<file path="src/rtl/exception_ctrl_n.sv">
// Prioritised multi-source exception controller: arbitration, vectoring, ERR/ELR/ESR/ESRC, ERET; EXC_NEST_EN adds one nesting level.
// Latency: redirect and ack are combinational (0 cycles); registers and level update on the next rising edge.
// Backpressure: ineligible requests stay pending unacked and are re-arbitrated every cycle.
module exception_ctrl_n #(
    parameter int              N          = 64,
    parameter int              NSRC       = 4,
    parameter logic [N-1:0]    EV_BASE    = 'hD8,
    parameter logic [N-1:0]    VEC_STRIDE = 'h80
) (
    input  logic                clk,
    input  logic                reset,
    input  logic [NSRC-1:0]     ExcReq,
    input  logic [4*NSRC-1:0]   EStatus,
    input  logic                ERet,
    input  logic [N-1:0]        NextPC_X,
    input  logic [N-1:0]        imem_addr_X,
    input  logic [N-1:0]        ALUBranch_X,
    input  logic [1:0]          EDataSel,
    output logic [NSRC-1:0]     ExcAck,
    output logic                EProc_X,
    output logic [N-1:0]        EVAddr_X,
    output logic [N-1:0]        PCBranch_X,
    output logic [N-1:0]        readData_X,
    output logic                InHandler
);
    localparam int SW = (NSRC > 1) ? $clog2(NSRC) : 1;
`ifdef EXC_NEST_EN
    localparam bit NEST = 1'b1;
`else
    localparam bit NEST = 1'b0;
`endif

    typedef enum logic [1:0] {
        L_IDLE    = 2'd0,
        L_HANDLER = 2'd1,
        L_NESTED  = 2'd2
    } level_e;

    level_e          level_q, level_d;
    logic [N-1:0]    err_q, err_d, elr_q, elr_d;
    logic [3:0]      esr_q, esr_d;
    logic [SW-1:0]   esrc_q, esrc_d;
`ifdef EXC_NEST_EN
    logic [N-1:0]    serr_q, serr_d, selr_q, selr_d;
    logic [3:0]      sesr_q, sesr_d;
    logic [SW-1:0]   sesrc_q, sesrc_d;
`endif

    logic [NSRC-1:0] elig;
    logic            found;
    logic [SW-1:0]   win;
    logic            accept;

    always_comb begin
        elig  = '0;
        found = 1'b0;
        win   = '0;
        for (int i = 0; i < NSRC; i++) begin
            case (level_q)
                L_IDLE:    elig[i] = ExcReq[i];
                // Only a strictly higher-priority source may preempt the running handler.
                L_HANDLER: elig[i] = ExcReq[i] && NEST && (i < int'(esrc_q));
                default:   elig[i] = 1'b0;
            endcase
        end
        for (int i = NSRC - 1; i >= 0; i--) begin
            if (elig[i]) begin
                found = 1'b1;
                win   = SW'(i);
            end
        end
    end

    assign accept     = found && reset;
    assign EProc_X    = accept;
    assign ExcAck     = accept ? (NSRC'(1) << win) : '0;
    assign EVAddr_X   = accept ? (EV_BASE + N'(win) * VEC_STRIDE) : EV_BASE;
    assign PCBranch_X = ERet ? err_q : ALUBranch_X;
    assign InHandler  = reset && (level_q != L_IDLE);

    always_comb begin
        case (EDataSel)
            2'b00:   readData_X = err_q;
            2'b01:   readData_X = elr_q;
            2'b10:   readData_X = N'(esr_q);
            default: readData_X = N'(esrc_q);
        endcase
    end

    always_comb begin
        level_d = level_q;
        err_d   = err_q;
        elr_d   = elr_q;
        esr_d   = esr_q;
        esrc_d  = esrc_q;
`ifdef EXC_NEST_EN
        serr_d  = serr_q;
        selr_d  = selr_q;
        sesr_d  = sesr_q;
        sesrc_d = sesrc_q;
`endif
        if (accept) begin
`ifdef EXC_NEST_EN
            serr_d  = err_q;
            selr_d  = elr_q;
            sesr_d  = esr_q;
            sesrc_d = esrc_q;
`endif
            err_d   = NextPC_X;
            elr_d   = imem_addr_X;
            esr_d   = EStatus[4*int'(win) +: 4];
            esrc_d  = win;
            level_d = (level_q == L_IDLE) ? L_HANDLER : L_NESTED;
        end else if (ERet && level_q != L_IDLE) begin
            level_d = (level_q == L_NESTED) ? L_HANDLER : L_IDLE;
`ifdef EXC_NEST_EN
            if (level_q == L_NESTED) begin
                err_d  = serr_q;
                elr_d  = selr_q;
                esr_d  = sesr_q;
                esrc_d = sesrc_q;
            end
`endif
        end
    end

    always_ff @(posedge clk) begin
        if (!reset) begin
            level_q <= L_IDLE;
            err_q   <= '0;
            elr_q   <= '0;
            esr_q   <= '0;
            esrc_q  <= '0;
`ifdef EXC_NEST_EN
            serr_q  <= '0;
            selr_q  <= '0;
            sesr_q  <= '0;
            sesrc_q <= '0;
`endif
        end else begin
            level_q <= level_d;
            err_q   <= err_d;
            elr_q   <= elr_d;
            esr_q   <= esr_d;
            esrc_q  <= esrc_d;
`ifdef EXC_NEST_EN
            serr_q  <= serr_d;
            selr_q  <= selr_d;
            sesr_q  <= sesr_d;
            sesrc_q <= sesrc_d;
`endif
        end
    end
endmodule

</file>
<file path="config.mk">
export PLATFORM = sky130hd
export DESIGN_NAME = exception_ctrl_n
export DESIGN_NICKNAME = d
export VERILOG_FILES = /design/src/rtl/exception_ctrl_n.sv
export SDC_FILE = /design/constraint.sdc
export NUM_CORES = 1
export LEC_CHECK = 0
export ABC_AREA = 0
export BUFFER_PORTS_ARGS = -buffer_cell sky130_fd_sc_hd__buf_2
export CAP_MARGIN = 30
export CORE_AREA = 2 2 162 164
export DETAILED_ROUTE_END_ITERATION = 10
export DIE_AREA = 0 0 164 166
export HOLD_SLACK_MARGIN = 0.15
export PLACE_DENSITY = 0.66
export SYNTH_ARGS = -nofsm -noshare
export SYNTH_HDL_FRONTEND = slang
export SYNTH_SLANG_ARGS = --single-unit
</file>
<file path="constraint.sdc">
create_clock -name clk -period 2 [get_ports clk]
set_input_delay 0.2 -clock clk [delete_from_list [all_inputs] [get_ports clk]]
set_output_delay 0.2 -clock clk [all_outputs]
set_load 0.03 [all_outputs]
</file>
==> impl_metrics.toml <==
[placement]
gp_congestion = 0.7595
placed_area_mm2 = 0.009345
portBuffers = 353
hpwl_mm = 17.58
numPlacedInstances = 1546

[grt]
grt_first_pass_wirelength_mm = 40.16
gr-total-overflow = 0
antenna_found_initial = 13
grt_max_degree = 93
grt_use_total_pct = 18.75
first_global_vias = 7696

[finish]
multi_input_area_mm2 = 0.004193
fin_nets = 1587
postLayoutCellArea_mm2 = 0.01141
synthToLayoutAreaGrowth_pct = 52.87
post_layout_nonfiller_instances = 1725
n_fill_cell = 2472
drive_above_1_share_pct = 35.46
seqCellArea_mm2 = 0.002725

[synth]
yosysSeqAreaShare_pct = 36.46
synth_xor_area_share_pct = 0
synth_compound_area_share_pct = 15.88
yosysMostFrequentCell = "nand2_1"
synth_warnings = 0
netlist.area_leader.share_pct = 36.46
synth.largest_area_cell = "dfxtp_1"
ys_types = 31
ys_top_cells_by_area = "dfxtp_1, nand2_1, mux2_2"
synth-simple-area-share_pct = 17.78
yosys_register_bits = 136
synthTopCellsByCount = "nand2_1, dfxtp_1, a21boi_0, nor2_1, mux2_2"
synth_edf_count = 0
synth.area.mux_share_pct = 18.57
ys.flop_type = "dfxtp_1"
async_flop_share_pct = 0
synth_adder_area_share_pct = 0.1676
avgSynthCellArea_um2 = 8.188
synth_top_family_by_area = "multiplexers"
syn_inst = 912
synthesis.area_mm2 = 0.007467

[sta]
fin_skew_ns = 0.01096
max_slew_margin_pct = 60.62
min_period_ns = 1.997
setup_viol = 0
fin_crit_sh_pct = 99.86
drv_slew = 0
hold_viol = 0
rsz0062_at_grt = "yes"
max_freq_mhz = 500.7
worstMarginPinSlew_ns = 0.5908

[floorplanning]
design.core.area_mm2 = 0.02562
die_x_um = 164
rows = 59
start_util_pct = 29.15
io_pins = 415
dieArea_mm2 = 0.02722
die_h_um = 166

[run]
maxCapViolations = 0

[critical_path]
arrival_ns = 1.80
reg2reg_slack_ns = 0.07
cp_max_fo = 12
critical_path_class = "reg -> out"
cp-end-kind = "primary output"
critPathLaunchType = "flip-flop"
crit_required_ns = 1.80

[drt]
ant_nets = 0
via_per_inst = 4.551
first_pass_iters = 5
num_vias = 7850
drt-total-wl_mm = 26.98
routedWlPerCell_um = 15.64
route.detailed.drc = 0
first_iter_violations = 381

[cts]
cts_buffers = 17
clockBufferDepth = 2
cts_tree = "done"
clock_latency_ns = 0.42
cts.clk_slew.worst_paths_ns = 0.06
clkSinkCount = 136
htreeDepth = 4
cts-root-buf = "clkbuf_16"

[min_path]
min_path_type = "in -> reg"

[power_and_ir_drop]
irDropWorstVdd_mv = 0.4130
cellLeakagePower_nw = 5.544
power_density_mw_per_mm2 = 758.8
totalPowerFinal_mw = 8.662

[run_status]
status = "finished, final reports clean"
-- routing by layer --
layer	part of all wire [%]	vias up	wire length (um)	track usage [%]
met3	8.0	68	2166	6.044
li1	-	3814	-	-
met4	3.4	8	916	7.780
met1	39	3610	10520	20.28
met5	0.18	-	48	0
met2	49	350	13330	33.38
-- critical path, stage by stage (launching register included) --
cell and delay (ns):
dfxtp_2 0.32, or2_4 0.26, buf_4 0.18, a21oi_4 0.13, buf_4 0.16, and3_4 0.20
buf_6 0.13
-- report_power, final --
| group | internal (mW) | leakage (nW) | switching [mW] |
|---|---|---|---|
| Clock | 1.91 | 0.291 | 1.35 |
| Combinational | 0.917 | 4.13 | 1.40 |
| Sequential | 2.94 | 1.13 | 0.150 |
| Total | 5.76 | 5.54 | 2.90 |
-- final cells by class --
| cell class | count | share of cell area, % |
|---|---|---|
| antenna | 8 | 0.1754 |
| clock buffer | 18 | 3.847 |
| clock inverter | 14 | 1.436 |
| inverter | 12 | 0.3946 |
| multi-input combinational | 690 | 36.73 |
| sequential | 136 | 23.87 |
| tap | 335 | 3.672 |
| timing repair buffer | 512 | 29.87 |
-- what timing repair did --
action | in CTS | in global routing
buffers inserted | 4 | 0
cloned | 0 | 0
hold endpoints to repair | 132 | 0
setup endpoints to repair | 7 | 7
gates resized for setup | 23 | 0
pin swaps | 3 | 0
hold buffers | 135 | 0
-- layout by cell type, fill, tap and decap left out, drive strengths merged, types with 5 or more instances in the layout --
cell,netlist,final
buf,93,377
nand2,263,263
dfxtp,136,136
dlygate4sd3,0,135
a21boi,130,130
nor2,65,65
mux2,64,64
mux2i,62,62
conb,2,61
clkbuf,40,18
inv,12,17
diode,0,8
a2111oi,8,8
a211oi,8,8
nand3,5,5
clkinv,0,5
-- logic make-up after synthesis --
| logic type | count (synthesis) |
|---|---|
| and+or+nand+nor | 342 |
| AOI/OAI and AO/OA | 158 |
| buffers and inverters | 145 |
| DFF | 136 |
| muxes | 128 |
| other | 2 |
| adders and majority gates | 1 |
-- registers in the layout, summed over array words and instances (netlist names) --
name	cells
level_q	2
elr_q	64
esrc_q	2
esr_q	4
err_q	64
-- metrics by stage --
step | TNS, ns | utilization [%] | hold WS [ns] | worst slack [ns]
after floorplan | 0 | - | 0.3348 | 0.008281
after CTS | -0.08466 | 44.48 | 0.1743 | -0.04478
final | 0 | 44.56 | 0.2030 | 0.002773
after detailed placement | 0 | 36.48 | 0.4443 | 0.1370
after global routing | -0.4176 | 44.54 | 0.2018 | -0.09261
after global placement | 0 | 36.48 | 0.4391 | 0.1556
-- final timing paths --
| path | from | end | cells after the start |
|---|---|---|---|
| min | EStatus[11] | esr_q[3] | 3 |
| max | level_q[1] | ExcAck[1] | 6 |
| max reg2reg | level_q[1] | err_q[44] | 7 |
| min reg2reg | elr_q[11] | elr_q[11] | 2 |
Note: power is estimated with default switching activity, not from simulation.
